File: config.mk
export PLATFORM = sky130hd
export DESIGN_NAME = uart_rx_tx
export DESIGN_NICKNAME = d
export VERILOG_FILES = /design/src/rtl/uart_rx_tx_pkg.sv /design/src/rtl/uart_baud_cnt.sv /design/src/rtl/uart_rx_tx.sv
export SDC_FILE = /design/constraint.sdc
export NUM_CORES = 1
export LEC_CHECK = 0
export CAP_MARGIN = 30
export CORE_ASPECT_RATIO = 1.5
export CORE_MARGIN = 5
export CORE_UTILIZATION = 60
export CTS_BUF_LIST = sky130_fd_sc_hd__clkbuf_8
export DETAILED_ROUTE_END_ITERATION = 12
export PLACE_DENSITY = 0.92
export SLEW_MARGIN = 20
export SYNTH_ARGS = -nofsm -noshare
export SYNTH_HDL_FRONTEND = slang
export SYNTH_SLANG_ARGS = --single-unit
File: constraint.sdc
create_clock -name clk -period 2.3 [get_ports clk]
set_clock_uncertainty 0.05 [all_clocks]
set_input_delay 0.23 -clock clk [delete_from_list [all_inputs] [get_ports clk]]
set_output_delay 0.23 -clock clk [all_outputs]
set_load 0.02 [all_outputs]
File: src/rtl/uart_rx_tx_pkg.sv
// Shared definitions for the UART transmitter/receiver: frame constants and FSM state types.
package uart_rx_tx_pkg;

    localparam int unsigned DATA_BITS = 8;
    localparam int unsigned STOP_BITS = 1;

    typedef enum logic [1:0] {
        TxIdle,
        TxStart,
        TxData,
        TxStop
    } tx_state_e;

    typedef enum logic [2:0] {
        RxIdle,
        RxStart,
        RxData,
        RxStop,
        RxWaitIdle
    } rx_state_e;

    // Counter width able to hold n-1, never less than one bit.
    function automatic int unsigned cnt_width(input int unsigned n);
        return (n > 1) ? $clog2(n) : 1;
    endfunction

endpackage

File: src/rtl/uart_baud_cnt.sv
// Per-bit clock counter: counts 0..CLKS_PER_BIT-1 while enabled and flags the half-bit and
// last-clock-of-bit positions.
module uart_baud_cnt
    import uart_rx_tx_pkg::*;
#(
    parameter int unsigned CLKS_PER_BIT = 434
) (
    input  logic clk,
    input  logic rstn,
    input  logic clr,
    input  logic en,
    output logic half_tick,
    output logic full_tick
);

    localparam int unsigned W = cnt_width(CLKS_PER_BIT);
    localparam logic [W-1:0] LAST = W'(CLKS_PER_BIT - 1);
    localparam logic [W-1:0] HALF = W'(CLKS_PER_BIT / 2 - 1);

    logic [W-1:0] cnt_q, cnt_d;

    always_comb begin
        cnt_d = cnt_q;
        if (clr) begin
            cnt_d = '0;
        end else if (en) begin
            cnt_d = (cnt_q == LAST) ? '0 : cnt_q + W'(1);
        end
    end

    always_ff @(posedge clk or negedge rstn) begin
        if (!rstn) begin
            cnt_q <= '0;
        end else begin
            cnt_q <= cnt_d;
        end
    end

    assign half_tick = en & (cnt_q == HALF);
    assign full_tick = en & (cnt_q == LAST);

endmodule

File: src/rtl/uart_rx_tx.sv
// 8N1 UART with independent transmitter and receiver sharing one system clock.
module uart_rx_tx
    import uart_rx_tx_pkg::*;
#(
    parameter int unsigned CLK_FREQ = 50_000_000,
    parameter int unsigned BAUD     = 115200
) (
    input  logic       clk,
    input  logic       rstn,
    input  logic       tx_start,
    input  logic [7:0] tx_byte,
    output logic       tx_ready,
    output logic       tx_accept,
    output logic       tx,
    input  logic       rx,
    output logic       rx_valid,
    output logic [7:0] rx_byte,
    output logic       start_pulse,
    output logic       framing_error
);

    localparam int unsigned CLKS_PER_BIT = CLK_FREQ / BAUD;
    localparam int unsigned BIT_W = cnt_width(DATA_BITS);
    localparam logic [BIT_W-1:0] LAST_DATA = BIT_W'(DATA_BITS - 1);
    localparam logic [BIT_W-1:0] LAST_STOP = BIT_W'(STOP_BITS - 1);

    // ---------------- transmitter ----------------
    tx_state_e            tx_state_q, tx_state_d;
    logic [DATA_BITS-1:0] tx_shift_q, tx_shift_d;
    logic [BIT_W-1:0]     tx_bit_q, tx_bit_d;
    logic                 tx_q, tx_d;
    logic                 tx_accept_q, tx_accept_d;
    logic                 tx_clr, tx_en, tx_full, tx_half_unused;

    uart_baud_cnt #(
        .CLKS_PER_BIT(CLKS_PER_BIT)
    ) u_tx_cnt (
        .clk      (clk),
        .rstn     (rstn),
        .clr      (tx_clr),
        .en       (tx_en),
        .half_tick(tx_half_unused),
        .full_tick(tx_full)
    );

    always_comb begin
        tx_state_d  = tx_state_q;
        tx_shift_d  = tx_shift_q;
        tx_bit_d    = tx_bit_q;
        tx_d        = tx_q;
        tx_accept_d = 1'b0;
        tx_clr      = 1'b0;
        tx_en       = (tx_state_q != TxIdle);
        unique case (tx_state_q)
            TxIdle: begin
                tx_d = 1'b1;
                if (tx_start) begin
                    tx_shift_d  = tx_byte;
                    tx_state_d  = TxStart;
                    tx_d        = 1'b0;
                    tx_accept_d = 1'b1;
                    tx_clr      = 1'b1;
                end
            end
            TxStart: begin
                if (tx_full) begin
                    tx_state_d = TxData;
                    tx_bit_d   = '0;
                    tx_d       = tx_shift_q[0];
                end
            end
            TxData: begin
                // The line is registered, so the next bit is loaded at the end of the current one.
                if (tx_full) begin
                    tx_shift_d = {1'b0, tx_shift_q[DATA_BITS-1:1]};
                    if (tx_bit_q == LAST_DATA) begin
                        tx_state_d = TxStop;
                        tx_bit_d   = '0;
                        tx_d       = 1'b1;
                    end else begin
                        tx_bit_d = tx_bit_q + BIT_W'(1);
                        tx_d     = tx_shift_q[1];
                    end
                end
            end
            TxStop: begin
                tx_d = 1'b1;
                if (tx_full) begin
                    if (tx_bit_q == LAST_STOP) begin
                        tx_state_d = TxIdle;
                    end else begin
                        tx_bit_d = tx_bit_q + BIT_W'(1);
                    end
                end
            end
            default: begin
                tx_state_d = TxIdle;
                tx_d       = 1'b1;
            end
        endcase
    end

    always_ff @(posedge clk or negedge rstn) begin
        if (!rstn) begin
            tx_state_q  <= TxIdle;
            tx_shift_q  <= '0;
            tx_bit_q    <= '0;
            tx_q        <= 1'b1;
            tx_accept_q <= 1'b0;
        end else begin
            tx_state_q  <= tx_state_d;
            tx_shift_q  <= tx_shift_d;
            tx_bit_q    <= tx_bit_d;
            tx_q        <= tx_d;
            tx_accept_q <= tx_accept_d;
        end
    end

    assign tx_ready  = (tx_state_q == TxIdle);
    assign tx_accept = tx_accept_q;
    assign tx        = tx_q;

    // ---------------- receiver ----------------
    logic                 rx_meta_q, rx_sync_q, rx_prev_q;
    rx_state_e            rx_state_q, rx_state_d;
    logic [DATA_BITS-1:0] rx_shift_q, rx_shift_d;
    logic [BIT_W-1:0]     rx_bit_q, rx_bit_d;
    logic [7:0]           rx_byte_q, rx_byte_d;
    logic                 rx_valid_q, rx_valid_d;
    logic                 start_pulse_q, start_pulse_d;
    logic                 ferr_q, ferr_d;
    logic                 rx_clr, rx_en, rx_half, rx_full;

    always_ff @(posedge clk or negedge rstn) begin
        if (!rstn) begin
            rx_meta_q <= 1'b1;
            rx_sync_q <= 1'b1;
            rx_prev_q <= 1'b1;
        end else begin
            rx_meta_q <= rx;
            rx_sync_q <= rx_meta_q;
            rx_prev_q <= rx_sync_q;
        end
    end

    uart_baud_cnt #(
        .CLKS_PER_BIT(CLKS_PER_BIT)
    ) u_rx_cnt (
        .clk      (clk),
        .rstn     (rstn),
        .clr      (rx_clr),
        .en       (rx_en),
        .half_tick(rx_half),
        .full_tick(rx_full)
    );

    always_comb begin
        rx_state_d    = rx_state_q;
        rx_shift_d    = rx_shift_q;
        rx_bit_d      = rx_bit_q;
        rx_byte_d     = rx_byte_q;
        rx_valid_d    = 1'b0;
        start_pulse_d = 1'b0;
        ferr_d        = 1'b0;
        rx_clr        = 1'b0;
        rx_en         = (rx_state_q == RxStart) || (rx_state_q == RxData) ||
                        (rx_state_q == RxStop);
        unique case (rx_state_q)
            RxIdle: begin
                if (rx_prev_q && !rx_sync_q) begin
                    start_pulse_d = 1'b1;
                    rx_state_d    = RxStart;
                    rx_clr        = 1'b1;
                end
            end
            RxStart: begin
                // Restart the counter at the start-bit centre so full ticks land on bit centres.
                if (rx_half) begin
                    if (rx_sync_q) begin
                        rx_state_d = RxIdle;
                    end else begin
                        rx_state_d = RxData;
                        rx_bit_d   = '0;
                        rx_clr     = 1'b1;
                    end
                end
            end
            RxData: begin
                if (rx_full) begin
                    rx_shift_d = {rx_sync_q, rx_shift_q[DATA_BITS-1:1]};
                    if (rx_bit_q == LAST_DATA) begin
                        rx_state_d = RxStop;
                    end else begin
                        rx_bit_d = rx_bit_q + BIT_W'(1);
                    end
                end
            end
            RxStop: begin
                if (rx_full) begin
                    if (rx_sync_q) begin
                        rx_byte_d  = rx_shift_q;
                        rx_valid_d = 1'b1;
                        rx_state_d = RxIdle;
                    end else begin
                        ferr_d     = 1'b1;
                        rx_state_d = RxWaitIdle;
                    end
                end
            end
            RxWaitIdle: begin
                if (rx_sync_q) begin
                    rx_state_d = RxIdle;
                end
            end
            default: begin
                rx_state_d = RxIdle;
            end
        endcase
    end

    always_ff @(posedge clk or negedge rstn) begin
        if (!rstn) begin
            rx_state_q    <= RxIdle;
            rx_shift_q    <= '0;
            rx_bit_q      <= '0;
            rx_byte_q     <= 8'h00;
            rx_valid_q    <= 1'b0;
            start_pulse_q <= 1'b0;
            ferr_q        <= 1'b0;
        end else begin
            rx_state_q    <= rx_state_d;
            rx_shift_q    <= rx_shift_d;
            rx_bit_q      <= rx_bit_d;
            rx_byte_q     <= rx_byte_d;
            rx_valid_q    <= rx_valid_d;
            start_pulse_q <= start_pulse_d;
            ferr_q        <= ferr_d;
        end
    end

    assign rx_valid      = rx_valid_q;
    assign rx_byte       = rx_byte_q;
    assign start_pulse   = start_pulse_q;
    assign framing_error = ferr_q;

endmodule

## Word level (Yosys, flattened, before mapping)

Cells that the tools add are included.

| cells by class | value |
|---|---|
| add/sub/neg operators | 4 |
| muxes and demuxes | 53 |
| bitwise logic cells | 3 |
| equal/unequal tests | 27 |
| reduce and logical (&&, ||, !) cells | 21 |

Operators with widths:

| kind | number |
|---|---|
| 9-bit two-way mux | 6 |
| 3-bit two-way mux | 16 |
| 2-bit inequality test, second input constant | 14 |
| 9-bit by 1-bit adder with 9-bit output, second input constant | 2 |
| 9-bit == test, second input constant | 2 |
| 8-bit two-way mux | 2 |
| 8-bit case mux with 2 select lines | 1 |
| 1-bit two-way mux | 15 |
| 3-bit case mux with 5 select lines | 1 |
| 2-bit two-way mux | 7 |
| 6-bit AND reduction | 2 |
| 5-bit AND reduction | 2 |
| 2-bit nonzero test | 5 |
| 3-bit == test, second input constant | 3 |
| 9-bit by 8-bit == test with 1-bit output, second input constant | 1 |
| 3-bit case mux with 3 select lines | 1 |
| 2-bit case mux with 4 select lines | 1 |
| 3-bit by 1-bit adder with 3-bit output, second input constant | 2 |
| 3-bit by 2-bit == test with 1-bit output, second input constant | 2 |
| 3-bit zero test | 2 |
| 3-bit case mux with 2 select lines | 1 |
| 3-bit AND reduction | 2 |
| 2-bit == test, second input constant | 2 |
| 1-bit case mux with 4 select lines | 1 |
| other kinds (11) | 15 |

| storage, ports and cells | value |
|---|---|
| bits in registers | 61 |
| output and inout bits | 14 |
| input bits | 12 |
| logic and storage cells | 125 |

## Longest topological paths before layout

| depth | value |
|---|---|
| depth in word-level cells | 7 |
| mapped depth | 8 |
| depth with buffers taken out | 6 |

## Cells and area by module

Synthesis repeated with hierarchy kept, for this count alone.

| second synthesis, totals | value |
|---|---|
| cells, all modules | 275 |
| area total of the unflattened synthesis | 3091.7 um^2 |

Modules (own cells, without submodules):

| module | seq. area each (um^2) | area each (um^2) | times used | cells an instance |
|---|---|---|---|---|
| uart_rx_tx | 1081.0 | 1959.4 | 1 | 161 |
| uart_baud_cnt (u_tx_cnt) | 225.2 | 566.8 | 1 | 57 |
| uart_baud_cnt (u_rx_cnt) | 225.2 | 565.5 | 1 | 57 |

## Least setup slack after synthesis

No wires, ideal clock.

| path | value |
|---|---|
| kind | register to register |
| start point | reg tx_state_q[0] |
| end point | reg tx_state_q[1] |
| cell stages (with the launch flop) | 8 |
| clock period less this slack | 2004 ps |
| path slack | 296 ps |
| arrival time | 1829 ps |
| required time | 2125 ps |
| path buffers | 1 |
| library setup time | 125 ps |
| cell sequence | dfrtp_1 inv_1 ha_1 clkbuf_1 nor2b_1 a211oi_1 o21ai_2 mux2_4 |

| on the way | value |
|---|---|
| elaborated cells on any way between the ends | 14 |
| classes of those cells | 9 x eq/ne; 1 x mux; 1 x bitwise; 3 x reduce/logical |

RTL lines:

| item | RTL line | source |
|---|---|---|
| start, declared | uart_rx_tx.sv:28 | `tx_state_e tx_state_q, tx_state_d;` |
| start signal, assigned | uart_rx_tx.sv:105 | `tx_state_q <= TxIdle;` |
| start signal, assigned | uart_rx_tx.sv:111 | `tx_state_q <= tx_state_d;` |
| 2-bit zero test (*) | - |  |
| via tx_ready | uart_rx_tx.sv:12 | `output logic tx_ready,` |
| 2-bit inequality test (no line) | - |  |
| 6-bit AND reduction (no line) | - |  |

The timed path passes the listed nets; every way through them passes the cells marked *.
A chain may end at the register's enable or synchronous reset.

## Worst setup path in the final report

| path | value |
|---|---|
| start point | reg tx_state_q[0] |
| end point | out tx_ready |

| on the way | value |
|---|---|
| longest elaborated chain between the ends | 1 |

RTL lines:

| item | RTL line | source |
|---|---|---|
| 2-bit zero test | uart_rx_tx.sv:119 | `assign tx_ready = (tx_state_q == TxIdle);` |
| end, declared | uart_rx_tx.sv:12 |  |

Every way passes these cells.

==> out/summary.txt <==
Post-Synthesis Mean Instance Area: 11.0 µm²
net switching fraction of the power: 26.7%
total congestion overflow: 0
kind of path behind the tightest hold check: input pin to flop
hold violation count in the final report: 0
Worst Hold Launch: rx
syn nets: 310
switching pwr: 0.000686 W
data arrival time of the worst path: 1.85 ns
worst max-slew margin expressed relative to the limit: 62.4%
clock period minus worst slack: 2.13 ns
largest net degree at the start of global routing: 39
number of clock sinks: 61
most common cell after layout, fill and taps aside: dfrtp_1
required arrival time at the worst endpoint: 2.02 ns
P per Cell Area: 701 mW/mm²
HPWL Detailed: 4.29 mm
Clk Tree Root Cell: clkbuf_8
FFs w/ async S/R, synth: 100%
port bufs: 25
worst reg2reg endpoint: rx_byte[5]$_DFFE_PN0P_
Final setup violation count: 0
average via count per standard cell: 5.80
post-layout instance area: 0.00366 mm²
wire length of the first global-routing pass: 10.6 mm
total negative slack for setup checks: 0 ns
global-route usage over all layers: 20.7%
max-cap violation count: 0
class of the most critical setup path: flop to primary output
Max Freq: 469 MHz
total CTS buffers: 9
GRT Max-Usage Layer: met2
Cells after Synth: 283
number of cells on the worst hold path: 1
endpoint of the worst hold path: rx_meta_q$_DFF_PN1_
startpoint kind of the worst setup timing path: flop
via count of the first global-routing pass: 2,300
Register-to-Register Setup Slack: 0.24 ns
largest vdd supply drop: 0.479 mV
total number of vias: 2,228
run status: complete, no violations
number of iterations in the first detailed-routing pass: 4
buffers from clock root to sink, at most: 2
I/O pin count: 26
count of flip-flops with a built-in enable after synthesis: 0
Seq/Total Area, Yosys: 49.1%
power share of the clock group: 40.2%
commonest non-fill, non-tap cells in the layout: dfrtp_1 (57), clkdlybuf4s50_1 (24), nor2_1 (19)
clock transition at the registers of the reported paths: 0.07 ns
sequential fraction of design power: 48.6%
antenna cell count: 0
Critical Path Fanout Max: 11
count of nets after finishing: 338
routed len/inst: 15.7 µm
fill cell count: 353
area inside the core boundary: 0.00508 mm²
DRC violation count after routing: 0
layout cell share with drive strength beyond 1: 19.0%
initial antenna violation count: 0
die area: 0.00677 mm²
effective utilization at floorplan: 61.4%
first-iteration detailed-routing DRC count: 211
layout overhead on the synthesized area: 17.3%
area of the mapped netlist: 0.00312 mm²
leakage power summed over all cells: 1.66 nW
total of flip-flops plus latches after synthesis: 61
gpl congestion: 0.856
met2 usage in global routing: 33.9%
Total Wirelength: 6.02 mm
Placed Area: 0.00343 mm²
setup repair after global routing missed its margin: no
combinational group share of total power: 11.1%
floorplan die height: 98.3 µm
share of the core filled with cells: 72.0%
type of element capturing the critical path: primary output
warning count from the yosys run: 0
Detail Route Antenna Nets: 0
worst-margin pin slew: 0.565 ns
power consumption: 0.00257 W
site row count: 32
number of distinct library cells after synthesis: 52
cell internal power dissipation: 0.00188 W
most frequently used flop master after synthesis: dfrtp_1
clock tree from TritonCTS: yes
M3 GR Usage: 4.49%
Die X: 68.9 µm
launching point of the worst reg2reg path: u_rx_cnt.cnt_q[1]$_DFFE_PN0P_
Clock Latency Late Sink: 0.34 ns
final count of pins violating max slew: 0
CTS HTree Levels: 3
R2R cell count: 6
met1 Track Usage GR: 25.4%
period utilization: 92.7%
[repair_timing]
action | CTS | global route
buffers inserted | 0 | 0
resized for setup | 0 | 1
endpoints found under the setup margin | 0 | 1
hold buffers | 1 | 0
hold endpoints to repair | 22 | 0
[metal layers]
metal  up-vias  part of all wire, %
met5         -                    0
met4         0                  2.1
met3        12                  3.3
met2        44                   55
met1      1098                   40
li1       1074                    -
[power groups by stage]
stage               combinational, W  sequential [W]  clock (W)
floorplan                   0.000206         0.00123          0
global placement            0.000269         0.00126          0
detailed placement          0.000284         0.00127          0
CTS                         0.000291         0.00125    0.00105
global route                0.000329         0.00127    0.00110
finish                      0.000286         0.00125    0.00103
[critical path, cell delays in order, from the launching register on]
cell and delay, ns:
dfrtp_1 0.40, inv_1 0.14, ha_2 0.32, clkdlybuf4s50_1 0.65
[synth_stat cells (2+ instances only)]
cell | number | area, µm²
and3_1 | 6 | 37.5
a21oi_1 | 11 | 55.1
dfrtp_1 | 57 | 1430
o21ba_2 | 2 | 20.0
a211oi_1 | 2 | 15.0
nand2b_1 | 7 | 43.8
nand3b_1 | 2 | 15.0
clkbuf_1 | 9 | 33.8
o21a_1 | 2 | 15.0
nand3_1 | 15 | 75.1
or3_1 | 2 | 12.5
nor3_4 | 2 | 32.5
o22ai_1 | 2 | 12.5
mux2_2 | 18 | 203
a311oi_1 | 3 | 26.3
ha_1 | 15 | 188
nor4b_1 | 2 | 17.5
nor2_1 | 19 | 71.3
nand2_1 | 15 | 56.3
dfstp_2 | 4 | 105
buf_2 | 3 | 15.0
o21bai_1 | 2 | 15.0
nand4_1 | 5 | 31.3
a41oi_1 | 3 | 26.3
and2_1 | 2 | 12.5
or2_2 | 2 | 12.5
xor2_1 | 2 | 17.5
inv_1 | 11 | 41.3
mux2i_1 | 13 | 130
a31oi_1 | 7 | 43.8
o21ai_0 | 12 | 60.1
nor2b_1 | 4 | 25.0
a21oi_2 | 3 | 26.3
[per-stage QoR]
stage | hold slack (ns) | setup slack, ns | instances
floorplan | -0.116 | 0.296 | 283
global placement | 0.194 | 0.334 | 367
detailed placement | 0.198 | 0.247 | 367
CTS | 0.236 | 0.0519 | 384
global route | 0.258 | 0.0807 | 384
finish | 0.243 | 0.168 | 384
[area by class of cell]
cell class	instances	area [µm²]	area share, %
clock buffer	9	124	3.38
clock inverter	7	91.3	2.49
inverter	11	41.3	1.13
multi-input combinational	198	1490	40.7
sequential	61	1530	41.8
tap	68	85.1	2.32
timing repair buffer	30	298	8.13
[cell families (layout without fill, tap and decap cells)]
logic type / Yosys count / after routing / share of synthesized area (%)
AOI/OAI and AO/OA: 58 / 58 / 12.9
xor gates and xnor gates: 3 / 3 / 0.842
adders and majority gates: 15 / 15 / 6.01
buffers and inverters: 24 / 57 / 3.25
DFF: 61 / 61 / 49.1
muxes: 32 / 32 / 11.1
and+or+nand+nor: 90 / 90 / 16.8
[worst max path at each step]
stage                                        startpoint                   endpoint  slack [ns]  cells after the start
after floorplan               tx_state_q[0]$_DFFE_PN0P_  tx_state_q[1]$_DFFE_PN0P_        0.30                      7
after global placement    u_rx_cnt.cnt_q[1]$_DFFE_PN0P_     rx_byte[4]$_DFFE_PN0P_        0.33                      6
after detailed placement  u_rx_cnt.cnt_q[1]$_DFFE_PN0P_     rx_byte[5]$_DFFE_PN0P_        0.25                      6
after CTS                     tx_state_q[0]$_DFFE_PN0P_                   tx_ready        0.05                      3
after global routing          tx_state_q[1]$_DFFE_PN0P_                   tx_ready        0.08                      3
final                         tx_state_q[0]$_DFFE_PN0P_                   tx_ready        0.17                      3
[state kept, by name (all words and copies together) (netlist names)]
signal,flops
rx_shift_q,8
start_pulse,1
rx_sync_q,1
rx_state_q,3
tx,1
rx_meta_q,1
tx_bit_q,3
rx_bit_q,3
rx_byte,8
u_tx_cnt.cnt_q,9
rx_valid,1
tx_state_q,2
tx_accept,1
framing_error,1
u_rx_cnt.cnt_q,9
tx_shift_q,8
rx_prev_q,1
Power figures use the tool's default switching activity.
